## src/rtl/pwm_multi.sv

```systemverilog
// pwm_multi: multi-channel PWM generator with a shared prescaled counter.
//
// A prescaler produces a tick every prescale+1 clocks while pwm_en is high. On each tick the
// shared counter advances through 0..period_act and wraps to 0. period_act is reloaded
// from the period input at every wrap and whenever the block is idle. Every channel owns a
// shadow and an active configuration {mode, cmp1, cmp2, pol}. A cfg_wr strobe writes a
// channel's shadow copy. The shadow copies move into the active copies at each wrap, and
// on every idle cycle, so a duty change never tears a period.
//
// Ports:
//   clk         rising-edge clock
//   rst_n       asynchronous active-low reset
//   pwm_en      1 = run, 0 = idle (counter cleared, outputs at their inactive level)
//   period      terminal count, sampled at wrap / while idle
//   prescale    tick divider (counter advances every prescale+1 clocks)
//   cfg_wr      one-cycle write strobe into the shadow copy of channel cfg_ch
//   cfg_ch      channel index; indices >= CHANNELS are ignored
//   cfg_mode    0 left, 1 right, 2 center, 3 window
//   cfg_cmp1/2  compare values
//   cfg_pol     1 = invert the channel output
//   pwm_out     registered PWM outputs, one bit per channel
//   count_val   current counter value
//   period_done one-cycle pulse in the cycle after a wrap tick
module pwm_multi #(
  parameter int unsigned WIDTH    = 16,
  parameter int unsigned CHANNELS = 4,
  localparam int unsigned CW      = (CHANNELS > 1) ? $clog2(CHANNELS) : 1
) (
  input  logic                clk,
  input  logic                rst_n,
  input  logic                pwm_en,
  input  logic [WIDTH-1:0]    period,
  input  logic [7:0]          prescale,
  input  logic                cfg_wr,
  input  logic [CW-1:0]       cfg_ch,
  input  logic [1:0]          cfg_mode,
  input  logic [WIDTH-1:0]    cfg_cmp1,
  input  logic [WIDTH-1:0]    cfg_cmp2,
  input  logic                cfg_pol,
  output logic [CHANNELS-1:0] pwm_out,
  output logic [WIDTH-1:0]    count_val,
  output logic                period_done
);

  typedef enum logic [1:0] {
    ModeLeft   = 2'd0,
    ModeRight  = 2'd1,
    ModeCenter = 2'd2,
    ModeWindow = 2'd3
  } mode_e;

  typedef struct packed {
    mode_e            mode;
    logic [WIDTH-1:0] cmp1;
    logic [WIDTH-1:0] cmp2;
    logic             pol;
  } ch_cfg_t;

  logic [7:0]          pre_q, pre_d;
  logic [WIDTH-1:0]    count_q, count_d;
  logic [WIDTH-1:0]    period_act_q, period_act_d;
  logic                period_done_q, period_done_d;
  logic [CHANNELS-1:0] pwm_q, pwm_d;
  ch_cfg_t             shadow_q [CHANNELS];
  ch_cfg_t             shadow_d [CHANNELS];
  ch_cfg_t             active_q [CHANNELS];
  ch_cfg_t             active_d [CHANNELS];

  logic tick;
  logic wrap;
  logic commit;

  assign tick   = pwm_en && (pre_q == prescale);
  // Also covers period_act = 0: the counter sits at 0 and every tick is a wrap.
  assign wrap   = tick && (count_q >= period_act_q);
  assign commit = wrap || !pwm_en;

  // Raw channel level for counter value c against the active terminal count p.
  function automatic logic raw_level(input ch_cfg_t cfg, input logic [WIDTH-1:0] c,
                                     input logic [WIDTH-1:0] p);
    logic lvl;
    lvl = 1'b0;
    unique case (cfg.mode)
      ModeLeft:   lvl = (c < cfg.cmp1);
      ModeRight:  lvl = (c >= cfg.cmp1);
      // Guard first so p - cmp1 is only evaluated when it cannot underflow.
      ModeCenter: lvl = (cfg.cmp1 <= (p >> 1)) && (c >= cfg.cmp1) && (c <= p - cfg.cmp1);
      ModeWindow: lvl = (c >= cfg.cmp1) && (c < cfg.cmp2);
      default:    lvl = 1'b0;
    endcase
    return lvl;
  endfunction

  // Prescaler, counter and period latch.
  always_comb begin
    pre_d         = pre_q;
    count_d       = count_q;
    period_act_d  = period_act_q;
    period_done_d = 1'b0;
    if (!pwm_en) begin
      pre_d        = '0;
      count_d      = '0;
      period_act_d = period;
    end else begin
      pre_d = tick ? 8'd0 : pre_q + 8'd1;
      if (wrap) begin
        count_d       = '0;
        period_act_d  = period;
        period_done_d = 1'b1;
      end else if (tick) begin
        count_d = count_q + WIDTH'(1);
      end
    end
  end

  // Shadow writes, with write-through into the active set on a commit cycle.
  always_comb begin
    for (int i = 0; i < CHANNELS; i++) begin
      shadow_d[i] = shadow_q[i];
      if (cfg_wr && (cfg_ch == CW'(i))) begin
        shadow_d[i] = '{mode: mode_e'(cfg_mode), cmp1: cfg_cmp1, cmp2: cfg_cmp2, pol: cfg_pol};
      end
      active_d[i] = commit ? shadow_d[i] : active_q[i];
    end
  end

  // Output levels are computed from the current count and registered, so pwm_out lags
  // count_val by one clock.
  always_comb begin
    pwm_d = '0;
    for (int i = 0; i < CHANNELS; i++) begin
      if (pwm_en) begin
        pwm_d[i] = raw_level(active_q[i], count_q, period_act_q) ^ active_q[i].pol;
      end else begin
        pwm_d[i] = active_q[i].pol;
      end
    end
  end

  always_ff @(posedge clk or negedge rst_n) begin
    if (!rst_n) begin
      pre_q         <= '0;
      count_q       <= '0;
      period_act_q  <= '0;
      period_done_q <= 1'b0;
      pwm_q         <= '0;
    end else begin
      pre_q         <= pre_d;
      count_q       <= count_d;
      period_act_q  <= period_act_d;
      period_done_q <= period_done_d;
      pwm_q         <= pwm_d;
    end
  end

  always_ff @(posedge clk or negedge rst_n) begin
    if (!rst_n) begin
      for (int i = 0; i < CHANNELS; i++) begin
        shadow_q[i] <= '0;
        active_q[i] <= '0;
      end
    end else begin
      for (int i = 0; i < CHANNELS; i++) begin
        shadow_q[i] <= shadow_d[i];
        active_q[i] <= active_d[i];
      end
    end
  end

  assign pwm_out     = pwm_q;
  assign count_val   = count_q;
  assign period_done = period_done_q;

endmodule

```

## config.mk

```make
export PLATFORM = sky130hd
export DESIGN_NAME = pwm_multi
export DESIGN_NICKNAME = d
export VERILOG_FILES = /design/src/rtl/pwm_multi.sv
export SDC_FILE = /design/constraint.sdc
export NUM_CORES = 1
export LEC_CHECK = 0
export BUFFER_PORTS_ARGS = -buffer_cell sky130_fd_sc_hd__buf_4
export CAP_MARGIN = 20
export CORE_MARGIN = 10
export CORE_UTILIZATION = 50
export CTS_CLUSTER_SIZE = 10
export DETAILED_ROUTE_END_ITERATION = 10
export GPL_ROUTABILITY_DRIVEN = 0
export GPL_TIMING_DRIVEN = 0
export PLACE_DENSITY = 0.65
export SETUP_SLACK_MARGIN = 0.15
export SLEW_MARGIN = 40
export SYNTH_ARGS = -nofsm -noshare
export SYNTH_HDL_FRONTEND = slang
export SYNTH_SLANG_ARGS = --single-unit
```

## constraint.sdc

```tcl
create_clock -name clk -period 6.82 [get_ports clk]
set_input_delay 1.364 -clock clk [delete_from_list [all_inputs] [get_ports clk]]
set_output_delay 1.364 -clock clk [all_outputs]
set_load 0.05 [all_outputs]
```

==> metrics.txt, run 1 <==
FF+latch count, synth=325; DRT antenna net count=0; largest net degree at the start of global routing=77; Antenna diodes=0; CP endpoint kind=register; layout cells sized above 1=23.3%; Worst EP arrival=5.41 ns; Post-synth EDFFs=0; Synthesized Nets=2332; Worst Setup Path Type=reg2reg; Worst EP required=7.19 ns; vias=15.7k; Post-synth ARST share=100%; postcts setup bufs=0; Post-synth top cells=326 x ha_1, 325 x dfrtp_1, 211 x mux2_2, 169 x inv_1, 100 x a21oi_1; clock root buffer master=clkbuf_16; I/O pins=86; number of global-route vias before repair=16.2k; Synth-to-Final Area Change=12.5%; die area=51900 um2; top-count cell post-synth=ha_1; Die Ht=228 um; CTS max path bufs=3; Yosys top cell by area=dfrtp_1; Hold Violations, Final=0; Buffers on Ports=85; Sink Count=325; dpl hpwl=45300 um; Fin Hold WS=0.490 ns; Fin Clk Skew=0.0296 ns; cts-stage hold buffer count=0; cell total after placement=2611; Max Cap Violations=0; synthesized area=21600 um2; setup TNS=0 ns; wire per inst=22.3 um; f_max=198 MHz; minimum clock period=5.05 ns; core area=42900 um2; DRT Pass-1 Iters=5; sequential-to-total area share from yosys stat=37.6%; pwr dens=291 nW/um2; Post-Synthesis Cells=1937; DR vias/cell=5.87; Total GRT Usage=22.6%; run status=finished clean; CTS buffer count=40; synthesis warning total=0; TritonCTS clock tree=built; RSZ-0062 raised after global routing=no; NumNets Final=2463; Rows=76; Final Power=7.08 mW; initial DRC count=894; Hold Path Class=reg2reg; H-tree levels=2; setup slack after placement=1.85 ns; drc violations=0; Synth top area share=37.6%; worst-margin pin slew=0.835 ns; PostCTS Resize Cnt=0; initial core utilization=50.4%; fin area=24300 um2; total gr overflow=0; Clk Latency, worst-skew pair=0.57 ns; ranking of synthesized cells by area=dfrtp_1 38%, ha_1 19%, mux2_2 11%; Finished Layout Cells=2668; Tcrit/Tclk final=74.0%; syn avg cell area=11.2 um2; clk slew on worst S/H paths=0.05 ns; final worst slack=1.77 ns; Startpoint Class=register; Total Wirelength=59500 um; initial antenna violation count=1; Max VDD drop=0.221 mV; pins over their slew limit=0; max_slew headroom=44.3%; CP Max Fanout=10; Cell Area, Placed=23100 um2; fillers=3644; Die Wd=228 um; leak pwr=12.1 nW; first-pass GRT wire length=92000 um; post-layout util=56.7%; ys flop type=dfrtp_1; number of library cell types mapped by synthesis=69; final-report setup violation count=0
## sequential cells by signal, indices dropped and copies added (netlist names)
register	count
pre_q	8
shadow_q	140
count_val	16
pwm_out	4
active_q	140
period_done	1
period_act_q	16
## logic make-up after synthesis
| kind of cell | synth area share [%] |
|---|---|
| adder cells (fa/ha/maj) | 19.2 |
| flip-flops | 37.6 |
| multiplexers | 17.0 |
| XOR/XNOR | 3.44 |
| AO/OA/AOI/OAI | 10.1 |
| buffers and inverters | 3.89 |
| AND/OR/NAND/NOR | 8.69 |
## routing by layer
metal	track usage [%]	vias to the layer above	wire, um
li1	-	7306	-
met1	28.2	7829	25500
met2	37.7	412	28300
met3	4.26	115	3230
met4	9.33	2	2410
met5	0	-	9
## placed cells by master (no fill, tap or decap), drive strengths merged, types with 5 or more instances in the layout
cell       n
o31ai      6
inv      171
nand2b    18
a2111oi    5
o211ai    17
nand2     67
nor2b     21
dfrtp    325
nor2      78
xor2      55
a31oi      5
a211oi    21
nand4     53
nand3     44
a21oi    101
nor4       6
clkbuf    65
nor3      36
a221oi     6
o21ai     51
xnor2     30
or3       11
mux2     296
ha       326
a21o      55
buf      108
o21a      20
and3       8
or2        8
o21bai     6
## path summary, 6_finish.rpt
check	start	to	slack, ns	cells after the start
worst min register to register	shadow_q[102]$_DFF_PN0_	shadow_q[102]$_DFF_PN0_	0.49	1
worst max-delay path	period_act_q[1]$_DFFE_PN0P_	pwm_out[3]$_DFF_PN0_	1.77	18
worst min-delay path	shadow_q[102]$_DFF_PN0_	shadow_q[102]$_DFF_PN0_	0.49	1
min in group asynchronous	rst_n	active_q[123]$_DFFE_PN0P_	0.68	1
worst max register to register	period_act_q[1]$_DFFE_PN0P_	pwm_out[3]$_DFF_PN0_	1.77	18
max in group asynchronous	rst_n	shadow_q[111]$_DFF_PN0_	5.05	3
## critical path, cell delays in order, from the launching register on
cell,delay [ns]
dfrtp_1,0.65
inv_1,0.34
fa_1,0.53
nor2b_1,0.14
o21a_1,0.19
o21ai_1,0.14
a211oi_1,0.39
o31ai_1,0.19
o21bai_1,0.17
a21oi_1,0.09
xor2_1,0.15
ha_1,0.30
nand4_1,0.11
or2_2,0.35
nor3_1,0.26
nor2_1,0.08
o32a_1,0.36
a31oi_1,0.18
nand4b_1,0.23
## cell type report
cell class              instances  area [um2]  share of cell area [%]
flip-flops and latches        325        8150                    33.5
plain buffers                  32         206                   0.849
inverters                     169         634                    2.61
well taps                     585         732                    3.01
clock buffers                  52        1110                    4.55
repair buffers                 89         756                    3.11
multi-input cells            1411       12600                    52.0
clock inverters                 5        82.6                   0.340
## where the power goes
part	leakage [nW]	switching (mW)	internal, mW
Combinational	7.64	1.31	1.18
Sequential	3.87	0.297	2.30
Clock	0.580	0.817	1.17
Total	12.1	2.42	4.65
No activity file was read; power rests on OpenSTA's default activity.
==> run 2: changes to the inputs <==
--- a/config.mk
+++ b/config.mk
@@ -13,7 +13,7 @@
 export DETAILED_ROUTE_END_ITERATION = 10
 export GPL_ROUTABILITY_DRIVEN = 0
 export GPL_TIMING_DRIVEN = 0
-export PLACE_DENSITY = 0.65
+export PLACE_DENSITY = 0.67
 export SETUP_SLACK_MARGIN = 0.15
 export SLEW_MARGIN = 40
 export SYNTH_ARGS = -nofsm -noshare
==> constraint.sdc (replaced) <==
create_clock -name clk -period 4.6 [get_ports clk]
set_input_delay 0.92 -clock clk [delete_from_list [all_inputs] [get_ports clk]]
set_output_delay 0.92 -clock clk [all_outputs]
set_load 0.05 [all_outputs]
==> metrics.txt, run 2 (synthesis gave the netlist of run 1 again) <==
Worst R2R Setup Slack=0.18 ns (was 1.77 ns); switching part of the total=34.6% (was 34.2%); clock root buffer master=clkbuf_16 (unchanged); vias=15.8k (was 15.7k); drc violations=0 (unchanged); Tcrit/Tclk final=96.0% (was 74.0%); Max VDD drop=0.335 mV (was 0.221 mV); Startpoint Class=register (unchanged); setup TNS=0 ns (unchanged); H-tree levels=2 (unchanged); Worst EP arrival=4.77 ns (was 5.41 ns); Fin Hold WS=0.237 ns (was 0.490 ns); RSZ-0062 raised after global routing=yes (was no); Cell Area, Placed=23100 um2 (unchanged); total gr overflow=0 (unchanged); first-pass GRT wire length=93200 um (was 92000 um); Die Ht=228 um (unchanged); TritonCTS clock tree=built (unchanged); switching power=3.65 mW (was 2.42 mW); final worst slack=0.182 ns (was 1.77 ns); Gate power share=36.4% (was 35.2%); DR vias/cell=5.91 (was 5.87); clk slew on worst S/H paths=0.06 ns (was 0.05 ns); CTS buffer count=40 (unchanged); Total Wirelength=60300 um (was 59500 um); Final Power=10.5 mW (was 7.08 mW); initial DRC count=925 (was 894); pwr dens=429 nW/um2 (was 291 nW/um2); minimum clock period=4.42 ns (was 5.05 ns); CP Max Fanout=5 (was 10); initial antenna violation count=1 (unchanged); GRT Max-Usage Layer=met2 (unchanged); core area=42900 um2 (unchanged); met1 usage=28.5% (was 28.2%); Sink Count=325 (unchanged); run status=finished clean (unchanged); biggest regs=active_q (140), shadow_q (140) (unchanged); Seq pwr share=36.7% (about the same); worst r2r src=period_act_q[1]$_DFFE_PN0P_ (unchanged); most common cell after layout, fill and taps aside=ha_1 (unchanged); f_max=226 MHz (was 198 MHz); max_slew headroom=42.8% (was 44.3%); Buffers on Ports=85 (unchanged); Total GRT Usage=22.7% (was 22.6%); setup slack after placement=-0.704 ns (was 1.85 ns); Antenna diodes=0 (unchanged); Die Wd=228 um (unchanged); Worst Setup Path Type=reg2reg (unchanged); Hold Violations, Final=0 (unchanged); Clk Latency, worst-skew pair=0.57 ns (about the same); CP endpoint kind=register (unchanged); Hold Path Class=in2async (was reg2reg); depth of the worst register-to-register path=18 (unchanged); Max Cap Violations=0 (unchanged); fin area=24600 um2 (was 24300 um2); largest net degree at the start of global routing=80 (was 77); pins over their slew limit=0 (unchanged); worst-margin pin slew=0.846 ns (was 0.835 ns); Worst EP required=4.95 ns (was 7.19 ns); Clk pwr share=26.9% (was 28.1%); die area=51900 um2 (unchanged); final-report setup violation count=0 (unchanged); FF-to-FF End=pwm_out[3]$_DFF_PN0_ (unchanged); dpl hpwl=45200 um (was 45300 um); DRT Pass-1 Iters=5 (unchanged); M2 GR Usage=38.7% (was 37.7%); Synth-to-Final Area Change=13.8% (was 12.5%); initial core utilization=50.4% (unchanged); CTS max path bufs=3 (unchanged); DRT antenna net count=0 (unchanged); fillers=3611 (was 3644); M3 GR Usage=3.31% (was 4.26%); internal power=6.89 mW (was 4.65 mW); wire per inst=22.5 um (was 22.3 um); most frequent cells in the layout=325 x ha_1, 306 x dfrtp_1, 211 x mux2_2, 166 x inv_1, 98 x a21oi_1 (was 326 x ha_1, 310 x dfrtp_1, 211 x mux2_2, 169 x inv_1, 100 x a21oi_1); leak pwr=12.2 nW (was 12.1 nW); layout cells sized above 1=25.6% (was 23.3%); Rows=76 (unchanged); Fin Clk Skew=0.0292 ns (was 0.0296 ns); NumNets Final=2477 (was 2463); I/O pins=86 (unchanged); number of global-route vias before repair=16.4k (was 16.2k)
[run 2: cell types whose count changed in the layout (fill, tap and decap cells not counted), sizes merged]
cell    change
buf        +14
clkinv      +2
clkbuf      -2
bufinv      -1
[run 2: layer usage]
layer | wire length [um] | vias up
met4 | 2610 | 2
li1 | - | 7344
met1 | 25700 | 7917
met2 | 29100 | 425
met3 | 2900 | 145
met5 | 13 | -
[run 2: layout make-up]
class                   count  area, um2  share of cell area [%]
clock inverters             6       63.8                   0.260
well taps                 585        732                    2.98
multi-input cells        1411      12800                    52.2
flip-flops and latches    325       8160                    33.2
repair buffers            103        872                    3.55
plain buffers              32        206                   0.840
inverters                 169        638                    2.60
clock buffers              50       1080                    4.39
[run 2: power by group through the flow]
stage / Combinational (mW) / Clock, mW / Sequential, mW
2_1_floorplan: 2.76 / 0 / 3.73
3_3_place_gp: 3.46 / 0 / 3.88
3_5_place_dp: 3.65 / 0 / 3.91
4_1_cts: 3.73 / 2.90 / 3.86
5_1_grt: 4.28 / 3.03 / 3.92
6_report: 3.84 / 2.84 / 3.87
[run 2: repair_timing]
action / in CTS / in global routing
hold buffers: 0 / 0
endpoints found under the setup margin: 4 / 4
endpoints found under the hold margin: 0 / 0
setup buffers: 8 / 6
resized for setup: 21 / 29
pin swaps: 12 / 39
[run 2: how the worst max path moves through the flow]
stage | cells past startpoint | slack (ns) | end | startpoint
floorplan | 17 | 0.63 | pwm_out[3]$_DFF_PN0_ | period_act_q[1]$_DFFE_PN0P_
global route | 18 | 0.04 | pwm_out[3]$_DFF_PN0_ | period_act_q[1]$_DFFE_PN0P_
CTS | 18 | 0.13 | pwm_out[1]$_DFF_PN0_ | period_act_q[0]$_DFFE_PN0P_
finish | 18 | 0.18 | pwm_out[3]$_DFF_PN0_ | period_act_q[1]$_DFFE_PN0P_
global placement | 17 | -0.61 | pwm_out[1]$_DFF_PN0_ | period_act_q[1]$_DFFE_PN0P_
detailed placement | 17 | -0.70 | pwm_out[1]$_DFF_PN0_ | period_act_q[1]$_DFFE_PN0P_
[run 2: metrics by stage]
stage | utilization [%] | std cells
floorplan | - | 1937
global placement | 53.6 | 2607
detailed placement | 53.9 | 2611
CTS | 56.9 | 2675
global route | 57.3 | 2681
finish | 57.3 | 2681
[run 2: worst max-delay path, cell delays in order, from the launching register on]
cell and delay, ns:
dfrtp_2 0.44, buf_8 0.16, ha_4 0.21, nor2b_4 0.12, o31a_1 0.31, o31a_1 0.30, o311a_1 0.39, o21a_1 0.22
o21ai_2 0.15, nand2b_1 0.08, xnor2_1 0.13, ha_1 0.30, a21o_1 0.16, a21o_1 0.18, a211oi_4 0.31, nor2_1 0.08
o32a_1 0.31, a31oi_1 0.14, nand4b_1 0.23
